--- src/rtl/spi_serf_if.sv ---
// Bundled serial pins and host-side word signals for the spi_serf responder.
// The master modport is the side that drives the frame: the monarch pins plus the local host.
interface spi_serf_if #(
    parameter int DATA_W = 16
);
    logic              SS_n;
    logic              SCLK;
    logic              MOSI;
    logic              MISO;
    logic [DATA_W-1:0] tx_data;
    logic [DATA_W-1:0] rx_data;
    logic              rdy;
    logic              clr_rdy;
    logic              frm_err;

    modport slave (
        input  SS_n, SCLK, MOSI, tx_data, clr_rdy,
        output MISO, rx_data, rdy, frm_err
    );

    modport master (
        output SS_n, SCLK, MOSI, tx_data, clr_rdy,
        input  MISO, rx_data, rdy, frm_err
    );
endinterface

--- src/rtl/spi_serf.sv ---
// SPI responder: oversamples SS_n/SCLK/MOSI, shifts in a DATA_W-bit word MSB first and returns tx_data on MISO.
// Optional feature macro SPI_SERF_FRM_ERR_EN enables the frm_err pulse on a frame of the wrong length.
module spi_serf #(
    parameter int DATA_W      = 16,
    parameter int SYNC_STAGES = 2
) (
    input  logic       clk,
    input  logic       rst,
    spi_serf_if.slave  bus
);
    localparam int                CNT_W    = $clog2(DATA_W) + 1;
    localparam logic [CNT_W-1:0]  FULL_CNT = CNT_W'(DATA_W);
    localparam int                MOSI_IDX = 0;
    localparam int                SCLK_IDX = 1;
    localparam int                SS_IDX   = 2;

    typedef enum logic {
        IDLE = 1'b0,
        XFER = 1'b1
    } state_t;

    logic [2:0] raw_in;
    logic [2:0] sync_s;
    logic [2:1] hist_s;

    assign raw_in = {bus.SS_n, bus.SCLK, bus.MOSI};

    genvar gi;
    generate
        for (gi = 0; gi < 3; gi++) begin : g_sync
            logic [SYNC_STAGES-1:0] chain_q;

            always_ff @(posedge clk) begin
                if (rst) begin
                    chain_q <= '1;
                end else begin
                    chain_q <= {chain_q[SYNC_STAGES-2:0], raw_in[gi]};
                end
            end

            assign sync_s[gi] = chain_q[SYNC_STAGES-1];

            // MOSI is only ever sampled, so only the edge-detected inputs carry a history flop.
            if (gi != MOSI_IDX) begin : g_hist
                logic hist_q;

                always_ff @(posedge clk) begin
                    if (rst) begin
                        hist_q <= 1'b1;
                    end else begin
                        hist_q <= chain_q[SYNC_STAGES-1];
                    end
                end

                assign hist_s[gi] = hist_q;
            end
        end
    endgenerate

    logic ss_s;
    logic mosi_s;
    logic ss_fall;
    logic ss_rise;
    logic sclk_fall;
    logic sclk_rise;

    assign ss_s      = sync_s[SS_IDX];
    assign mosi_s    = sync_s[MOSI_IDX];
    assign ss_fall   =  hist_s[SS_IDX]   & ~sync_s[SS_IDX];
    assign ss_rise   = ~hist_s[SS_IDX]   &  sync_s[SS_IDX];
    assign sclk_fall =  hist_s[SCLK_IDX] & ~sync_s[SCLK_IDX];
    assign sclk_rise = ~hist_s[SCLK_IDX] &  sync_s[SCLK_IDX];

    // The synchronizer output only carries a real pin sample SYNC_STAGES clocks after reset.
    // A frame may start only once a genuine high SS_n has been seen, so an SS_n held low
    // across reset release never looks like a frame start.
    logic [SYNC_STAGES-1:0] valid_q;
    logic                   armed_q;

    always_ff @(posedge clk) begin
        if (rst) begin
            valid_q <= '0;
            armed_q <= 1'b0;
        end else begin
            valid_q <= {valid_q[SYNC_STAGES-2:0], 1'b1};
            armed_q <= armed_q | (ss_s & valid_q[SYNC_STAGES-1]);
        end
    end

    state_t            state_q,   state_d;
    logic [CNT_W-1:0]  bit_cnt_q, bit_cnt_d;
    logic [DATA_W-1:0] rx_shft_q, rx_shft_d;
    logic [DATA_W-1:0] tx_shft_q, tx_shft_d;
    logic [DATA_W-1:0] rx_data_q, rx_data_d;
    logic              rdy_q,     rdy_d;

    always_comb begin
        state_d   = state_q;
        bit_cnt_d = bit_cnt_q;
        rx_shft_d = rx_shft_q;
        tx_shft_d = tx_shft_q;
        rx_data_d = rx_data_q;
        rdy_d     = rdy_q & ~bus.clr_rdy;

        unique case (state_q)
            IDLE: begin
                if (ss_fall && armed_q) begin
                    state_d   = XFER;
                    bit_cnt_d = '0;
                end else begin
                    tx_shft_d = bus.tx_data;
                end
            end
            XFER: begin
                if (sclk_rise) begin
                    rx_shft_d = {rx_shft_q[DATA_W-2:0], mosi_s};
                    if (bit_cnt_q != '1) begin
                        bit_cnt_d = bit_cnt_q + 1'b1;
                    end
                end
                // The fall ahead of the first rise must leave the MSB on MISO.
                if (sclk_fall && (bit_cnt_q != '0)) begin
                    tx_shft_d = tx_shft_q << 1;
                end
                // Frame check uses the count after any edge in this same clock.
                if (ss_rise) begin
                    state_d = IDLE;
                    if (bit_cnt_d == FULL_CNT) begin
                        rx_data_d = rx_shft_d;
                        rdy_d     = 1'b1;
                    end
                end
            end
            default: begin
                state_d = IDLE;
            end
        endcase
    end

    always_ff @(posedge clk) begin
        if (rst) begin
            state_q   <= IDLE;
            bit_cnt_q <= '0;
            rx_shft_q <= '0;
            tx_shft_q <= '0;
            rx_data_q <= '0;
            rdy_q     <= 1'b0;
        end else begin
            state_q   <= state_d;
            bit_cnt_q <= bit_cnt_d;
            rx_shft_q <= rx_shft_d;
            tx_shft_q <= tx_shft_d;
            rx_data_q <= rx_data_d;
            rdy_q     <= rdy_d;
        end
    end

`ifdef SPI_SERF_FRM_ERR_EN
    logic frm_err_q;

    always_ff @(posedge clk) begin
        if (rst) begin
            frm_err_q <= 1'b0;
        end else begin
            frm_err_q <= (state_q == XFER) && ss_rise && (bit_cnt_d != FULL_CNT);
        end
    end

    assign bus.frm_err = frm_err_q;
`else
    assign bus.frm_err = 1'b0;
`endif

    assign bus.MISO    = tx_shft_q[DATA_W-1];
    assign bus.rx_data = rx_data_q;
    assign bus.rdy     = rdy_q;
endmodule
--- src/flat_wrapper.sv ---
// flat-port wrapper written by rule: the top's interface ports become plain ports
module spi_serf_flat 
#(
    parameter int DATA_W      = 16,
    parameter int SYNC_STAGES = 2
)
  (clk, rst, bus_SS_n, bus_SCLK, bus_MOSI, bus_tx_data, bus_clr_rdy, bus_MISO, bus_rx_data, bus_rdy, bus_frm_err);
  spi_serf_if #(.DATA_W(DATA_W)) bus_i ();
  input  logic clk;
  input  logic rst;
  input wire logic [$bits(bus_i.SS_n)-1:0] bus_SS_n;
  input wire logic [$bits(bus_i.SCLK)-1:0] bus_SCLK;
  input wire logic [$bits(bus_i.MOSI)-1:0] bus_MOSI;
  input wire logic [$bits(bus_i.tx_data)-1:0] bus_tx_data;
  input wire logic [$bits(bus_i.clr_rdy)-1:0] bus_clr_rdy;
  output wire logic [$bits(bus_i.MISO)-1:0] bus_MISO;
  output wire logic [$bits(bus_i.rx_data)-1:0] bus_rx_data;
  output wire logic [$bits(bus_i.rdy)-1:0] bus_rdy;
  output wire logic [$bits(bus_i.frm_err)-1:0] bus_frm_err;
  assign bus_i.SS_n = bus_SS_n;
  assign bus_i.SCLK = bus_SCLK;
  assign bus_i.MOSI = bus_MOSI;
  assign bus_i.tx_data = bus_tx_data;
  assign bus_i.clr_rdy = bus_clr_rdy;
  assign bus_MISO = bus_i.MISO;
  assign bus_rx_data = bus_i.rx_data;
  assign bus_rdy = bus_i.rdy;
  assign bus_frm_err = bus_i.frm_err;
  spi_serf #(.DATA_W(DATA_W), .SYNC_STAGES(SYNC_STAGES)) u_core (.clk(clk), .rst(rst), .bus(bus_i));
endmodule
--- config.mk ---
export PLATFORM = sky130hd
export DESIGN_NAME = spi_serf_flat
export DESIGN_NICKNAME = d
export VERILOG_FILES = /design/src/rtl/spi_serf_if.sv /design/src/rtl/spi_serf.sv /design/src/flat_wrapper.sv
export SDC_FILE = /design/constraint.sdc
export NUM_CORES = 1
export LEC_CHECK = 0
export CAP_MARGIN = 20
export CORE_MARGIN = 1
export CORE_UTILIZATION = 54
export DETAILED_ROUTE_END_ITERATION = 6
export PLACE_DENSITY = 0.79
export SETUP_SLACK_MARGIN = 0.3
export SYNTH_ARGS = -nofsm -noshare
export SYNTH_HDL_FRONTEND = slang
export SYNTH_SLANG_ARGS = --single-unit
--- constraint.sdc ---
create_clock -name clk -period 2.5 [get_ports clk]
set_input_delay 0.75 -clock clk [delete_from_list [all_inputs] [get_ports clk]]
set_output_delay 0.75 -clock clk [all_outputs]
set_load 0.01 [all_outputs]
Yosys cells after proc, flatten, opt, wreduce, memory -nomap -nowiden
Cells that the tools add are included.
- add/subtract/negate cells: 1
- multiplexer cells: 16
- equal/unequal tests: 5
- magnitude comparators: 0
- reductions and logical operators: 5
- $mul: 0
- divide/modulo/power cells: 0
- bitwise gates (word level): 13
- shift operators: 0
- operators by type and width (operator ; count):
    $mux W16 ; 3
    $pmux W16 S2 ; 1
    $mux W5 ; 4
    $pmux W5 S2 ; 1
    $and A1 B1 Y1 ; 6
    $mux W1 ; 6
    $not A1 Y1 ; 6
    $add A5 B1 Y5 const B ; 1
    $eq A5 B5 Y1 const B ; 1
    $ne A5 B5 Y1 const B ; 1
    $reduce_bool A5 Y1 ; 1
    $ne A2 B2 Y1 const B ; 2
    $reduce_and A3 Y1 ; 1
    $logic_and A1 B1 Y1 ; 2
    $ne A2 B1 Y1 const B ; 1
    $pmux W1 S2 ; 1
    $reduce_and A2 Y1 ; 1
    $or A1 B1 Y1 ; 1
- memory bits (writable): 0
- memory bits (read-only): 0
- output and inout bits: 19
- input port bits: 22
- memories: 0
- register bits after elaboration: 66
- word-level logic and storage cells: 54
- bits in latches: 0

Longest topological paths before layout
- word-level depth: 8
- gate-level depth with buffers: 8

Worst setup path after synthesis
OpenSTA, ideal clock, no wires.
- path kind: register -> register
- start point: reg u_core.bit_cnt_q[0]
- end point: reg u_core.rx_data_q[10], in the netlist u_core.bus.rx_data[10]
- data arrival time: 1.610 ns
- library setup time: 0.142 ns
- stages on the path, launching flop included: 9
- period minus slack after synthesis: 1.751 ns
- path buffers: 2
- setup slack: 0.749 ns
- path through: dfxtp_1 -> inv_1 -> ha_1 -> nor3_1 -> a31o_4 -> and2_4 -> buf_6 -> buf_6 -> a211oi_2
- word-level cells in the longest chain between the ends: 6
- RTL lines (item ; RTL line ; source):
    from (decl) ; spi_serf.sv:91 ; logic [CNT_W-1:0] bit_cnt_q, bit_cnt_d;
    from (signal assigned) ; spi_serf.sv:150 ; bit_cnt_q <= bit_cnt_d;
    $add A5 B1 Y5 or $ne A5 B5 Y1 (tied branches) ; spi_serf.sv:118, spi_serf.sv:117 ;
    $mux W5 ; spi_serf.sv:117 ; if (bit_cnt_q != '1) begin
    $mux W5 * ; spi_serf.sv:115 ; if (sclk_rise) begin
    $mux W5 * ; spi_serf.sv:105 ; unique case (state_q)
    $eq A5 B5 Y1 * ; spi_serf.sv:128 ; if (bit_cnt_d == FULL_CNT) begin
    $reduce_and A3 Y1 (no source line) * ; n/a ;
    to (signal assigned) ; spi_serf.sv:153 ; rx_data_q <= rx_data_d;
    to (decl) ; spi_serf.sv:94 ; logic [DATA_W-1:0] rx_data_q, rx_data_d;
Every way passes the cells marked *; elsewhere a longest branch is shown, timed or not. The select of a mux whose other input is x is not followed.
A chain may end at the register's enable or synchronous reset.

Worst setup path after layout
- start point: reg u_core.bit_cnt_q[0]
- end point: reg u_core.tx_shft_q[2]
- word-level cells in the longest chain between the ends: 4
- RTL lines (item ; RTL line ; source):
    $reduce_bool A5 Y1 ; spi_serf.sv:122 ; if (sclk_fall && (bit_cnt_q != '0)) begin
    $logic_and A1 B1 Y1 ; spi_serf.sv:122 ;
    $ne A2 B2 Y1 (no source line) ; n/a ;
    $reduce_and A2 Y1 (no source line) ; n/a ;
    to (signal assigned) ; spi_serf.sv:152 ; tx_shft_q <= tx_shft_d;
    to (decl) ; spi_serf.sv:93 ; logic [DATA_W-1:0] tx_shft_q, tx_shft_d;
Every way passes these cells.

==> run_results.csv <==
group,metric,value,unit
grt,grt_pass1_vias,1975,
run,drv_cap,0,
synthesis,synth_top_area_frac,0.466,
worst_setup_path,crit_end,"u_core.tx_shft_q[2]",
finish,layout-drive-gt1-share,0.136,
finish,regArea,1320,um2
grt,grt_antenna_before_repair,0,
worst_setup_path,worstPathRequired,2.68,ns
grt,grt_max_degree,39,
cts,cts_tree,"done",
synthesis,synthMuxAreaShare,0.120,
route,firstDrtPassIters,4,
floorplan,die-width,74.5,um
route,totalWireLength,5.67,mm
route,vias,2245,
synthesis,synth_compound_area_frac,0.192,
synthesis,ys_seq_area_frac,0.466,
pwr,peakVddDrop,0.000441,V
floorplan,core,5070,um2
worst_hold_path,hold_class,"flop to flop",
placed_design,port_buffers,39,
sta,slew_headroom,0.532,
worst_setup_path,reg2regPathDepth,6,
synthesis,synth.net_count,332,
route,viasPerCell,5.40,
placed_design,place_inst,399,
sta,final.setup.worst_slack,0.452,ns
route,drcViolationCount,0,
worst_setup_path,worstReg2RegEnd,"u_core.tx_shft_q[2]",
pwr,p_leak,1.29,nW
sta,period_minus_slack,2.05,ns
pwr,pwr_density_cell,611,nW/um2
synthesis,synth_seq_cells,66,
worst_setup_path,path_max_fanout,15,
cts,numClockSinks,66,
sta,rsz0062_at_grt,"false",
worst_setup_path,worstReg2RegStart,"u_core.bit_cnt_q[0]",
placed_design,gp_congestion,0.876,
finish,multi_input_area,1400,um2
synthesis,synth_xor_area_frac,0.00618,
sta,worst_hold_slack,0.408,ns
synthesis,yosys.area_share.simple,0.158,
grt,grt_overflow,0,
synthesis,syn_avg_cell_area,9.21,um2
sta,tightest_slew,0.701,ns
cts,root_buffer,"clkbuf_8",
floorplan,die_h,74.5,um
synthesis,yosys.area.top_type,"dfxtp_1",
synthesis,async_reset_ff_frac,0,
finish,layout.nets,365,
sta,slew_violations,0,
run_status,outcome,"finished clean",
cts,worstSkewPairLatency,0.34,ns
floorplan,io_pins,41,
worst_setup_path,path_class,"flop to flop",
worst_setup_path,critPathArrivalTime,2.23,ns
finish,final_util,0.685,
worst_setup_path,crit_path_start_kind,"flop",
cts,cts-hold-fix-buffers,0,
grt,grt_usage,0.219,
placed_design,postPlaceCellArea,3260,um2
finish,final_cell_count_no_fill,416,
synthesis,synth_top_family_by_area,"compound AO/OA/AOI/OAI gates",
floorplan,start_util,0.559,
synthesis,syn_area,2840,um2
synthesis,synth.distinct_cells,35,
finish,syn2layout_area_growth,22.6,%
sta,setup_viol,0,
route,ant_nets,0,
grt,grt_pass1_wl,9.08,mm
route,drt-wirelength-per-cell,13.6,um
worst_setup_path,cp-end-kind,"flop",
synthesis,synth.area.top_cells,"dfxtp_1 47%, mux2i_1 12%, a21oi_1 7.1%",
sta,fin_crit_sh,0.819,
cts,cts_buffers,9,
synthesis,synth_edf_count,0,
floorplan,die_area,5550,um2
pwr,total_power,2.12,mW
synthesis,syn_inst,308,
floorplan,rows,26,
synthesis,synth_ff_type,"dfxtp_1",
finish,stdcell_area,3480,um2
worst_setup_path,startpoint,"u_core.bit_cnt_q[0]",
synthesis,ys_warn_count,0,
synthesis,synthAdderAreaFrac,0.00882,
route,initialDrtViolationCount,114,
placed_design,dp_hpwl,3.50,mm
placed_design,dp_slack,0.152,ns
sta,hold_violations,0,
cts,clock_path_buffers,2,
sta,fmax,488,MHz
sta,fin_worst_skew,0.00679,ns
sta,setup_tns,0,ns
cts,clk_pin_slew,0.07,ns
finish,fillers,420,
finish,diodes,0,
worst_setup_path,reg2reg_slack,0.45,ns
cts,htreeDepth,3,
cells in the mapped netlist, types with 2 or more instances:
cell type / n
nand2_1: 40
buf_2: 6
mux2i_1: 33
o21a_1: 2
a211oi_2: 10
nor2_1: 26
nand4_1: 2
inv_1: 4
nor3_1: 3
o21ai_0: 3
nor2b_1: 3
a21oi_1: 40
buf_6: 2
or2_2: 7
dfxtp_1: 66
clkbuf_1: 15
ha_1: 2
nand3b_1: 5
nand2b_1: 3
a211oi_1: 21
kinds of logic (layout without fill, tap and decap cells):
logic type | count (synthesis) | in the layout
AO/OA/AOI/OAI | 79 | 80
XOR/XNOR | 2 | 2
adder cells (fa/ha/maj) | 2 | 2
buffers and inverters | 29 | 66
flip-flops | 66 | 66
multiplexers | 34 | 34
other | 1 | 1
AND/OR/NAND/NOR | 95 | 95
worst min-delay path by stage:
stage	start	cells after the start	slack, ns	end
floorplan	u_core.g_sync[0].chain_q[0]	1	0.39	u_core.g_sync[0].chain_q[1]
global placement	u_core.g_sync[0].chain_q[0]	1	0.39	u_core.g_sync[0].chain_q[1]
detailed placement	u_core.g_sync[0].chain_q[0]	1	0.39	u_core.g_sync[0].chain_q[1]
CTS	u_core.g_sync[0].chain_q[0]	1	0.41	u_core.g_sync[0].chain_q[1]
global route	u_core.g_sync[1].chain_q[0]	1	0.43	u_core.g_sync[1].chain_q[1]
finish	u_core.g_sync[2].chain_q[0]	1	0.41	u_core.g_sync[2].chain_q[1]
state kept, by name, summed over array words and instances, names as in the netlist:
name / count
u_core.bus.rdy: 1
u_core.g_sync.g_hist.hist_q: 2
u_core.bus.rx_data: 16
u_core.tx_shft_q: 16
u_core.valid_q: 2
u_core.bit_cnt_q: 5
u_core.state_q: 1
u_core.armed_q: 1
u_core.rx_shft_q: 16
u_core.g_sync.chain_q: 6
report_power, final:
group          internal, mW  switching (mW)  total [mW]
clock network         0.509           0.408       0.917
logic                0.0613          0.0506       0.112
registers              1.08          0.0161        1.09
total                  1.65           0.474        2.12
repair_timing:
| action | CTS | global route |
|---|---|---|
| cloned | 0 | 1 |
| gates resized for setup | 1 | 0 |
| endpoints found under the setup margin | 15 | 7 |
| pin swaps | 0 | 1 |
| buffers inserted | 0 | 0 |
cell type report:
class,instances,area share
well taps,70,0.0252
inverters,4,0.00432
clock buffers,11,0.0435
clock inverters,5,0.0151
multi-input cells,214,0.403
repair buffers,46,0.129
flip-flops and latches,66,0.380
worst max-delay path: stages, from the launching register on:
cell	delay, ns
dfxtp_1	0.39
inv_1	0.12
ha_1	0.20
or4b_1	0.16
nand3b_1	0.20
a21oi_2	0.64
a211oi_1	0.17
routing by layer:
| metal | vias to the layer above | wire length [um] | track usage | share of wire |
|---|---|---|---|---|
| li1 | 1142 | - | - | - |
| met1 | 1031 | 2820 | 0.291 | 0.50 |
| met2 | 60 | 2530 | 0.327 | 0.45 |
| met3 | 12 | 209 | 0.0501 | 0.037 |
| met4 | 0 | 112 | 0.124 | 0.020 |
| met5 | - | 0 | 0 | 0 |
cell usage in the layout, fill, tap and decap left out, types with 2 or more instances in the layout:
cell type        count
a211oi_2            10
inv_1                4
nor2b_1              3
nor3_1               3
clkdlybuf4s50_1     38
clkinv_2             3
ha_1                 2
a211oi_1            21
mux2i_1             33
nand3b_1             5
nand2_1             40
nor2_1              26
a21oi_1             39
nand4_1              2
nand2b_1             3
clkbuf_8            11
buf_4                6
o21ai_0              3
o21a_1               2
or2_2                7
dfxtp_1             66
Power figures use the tool's default switching activity.
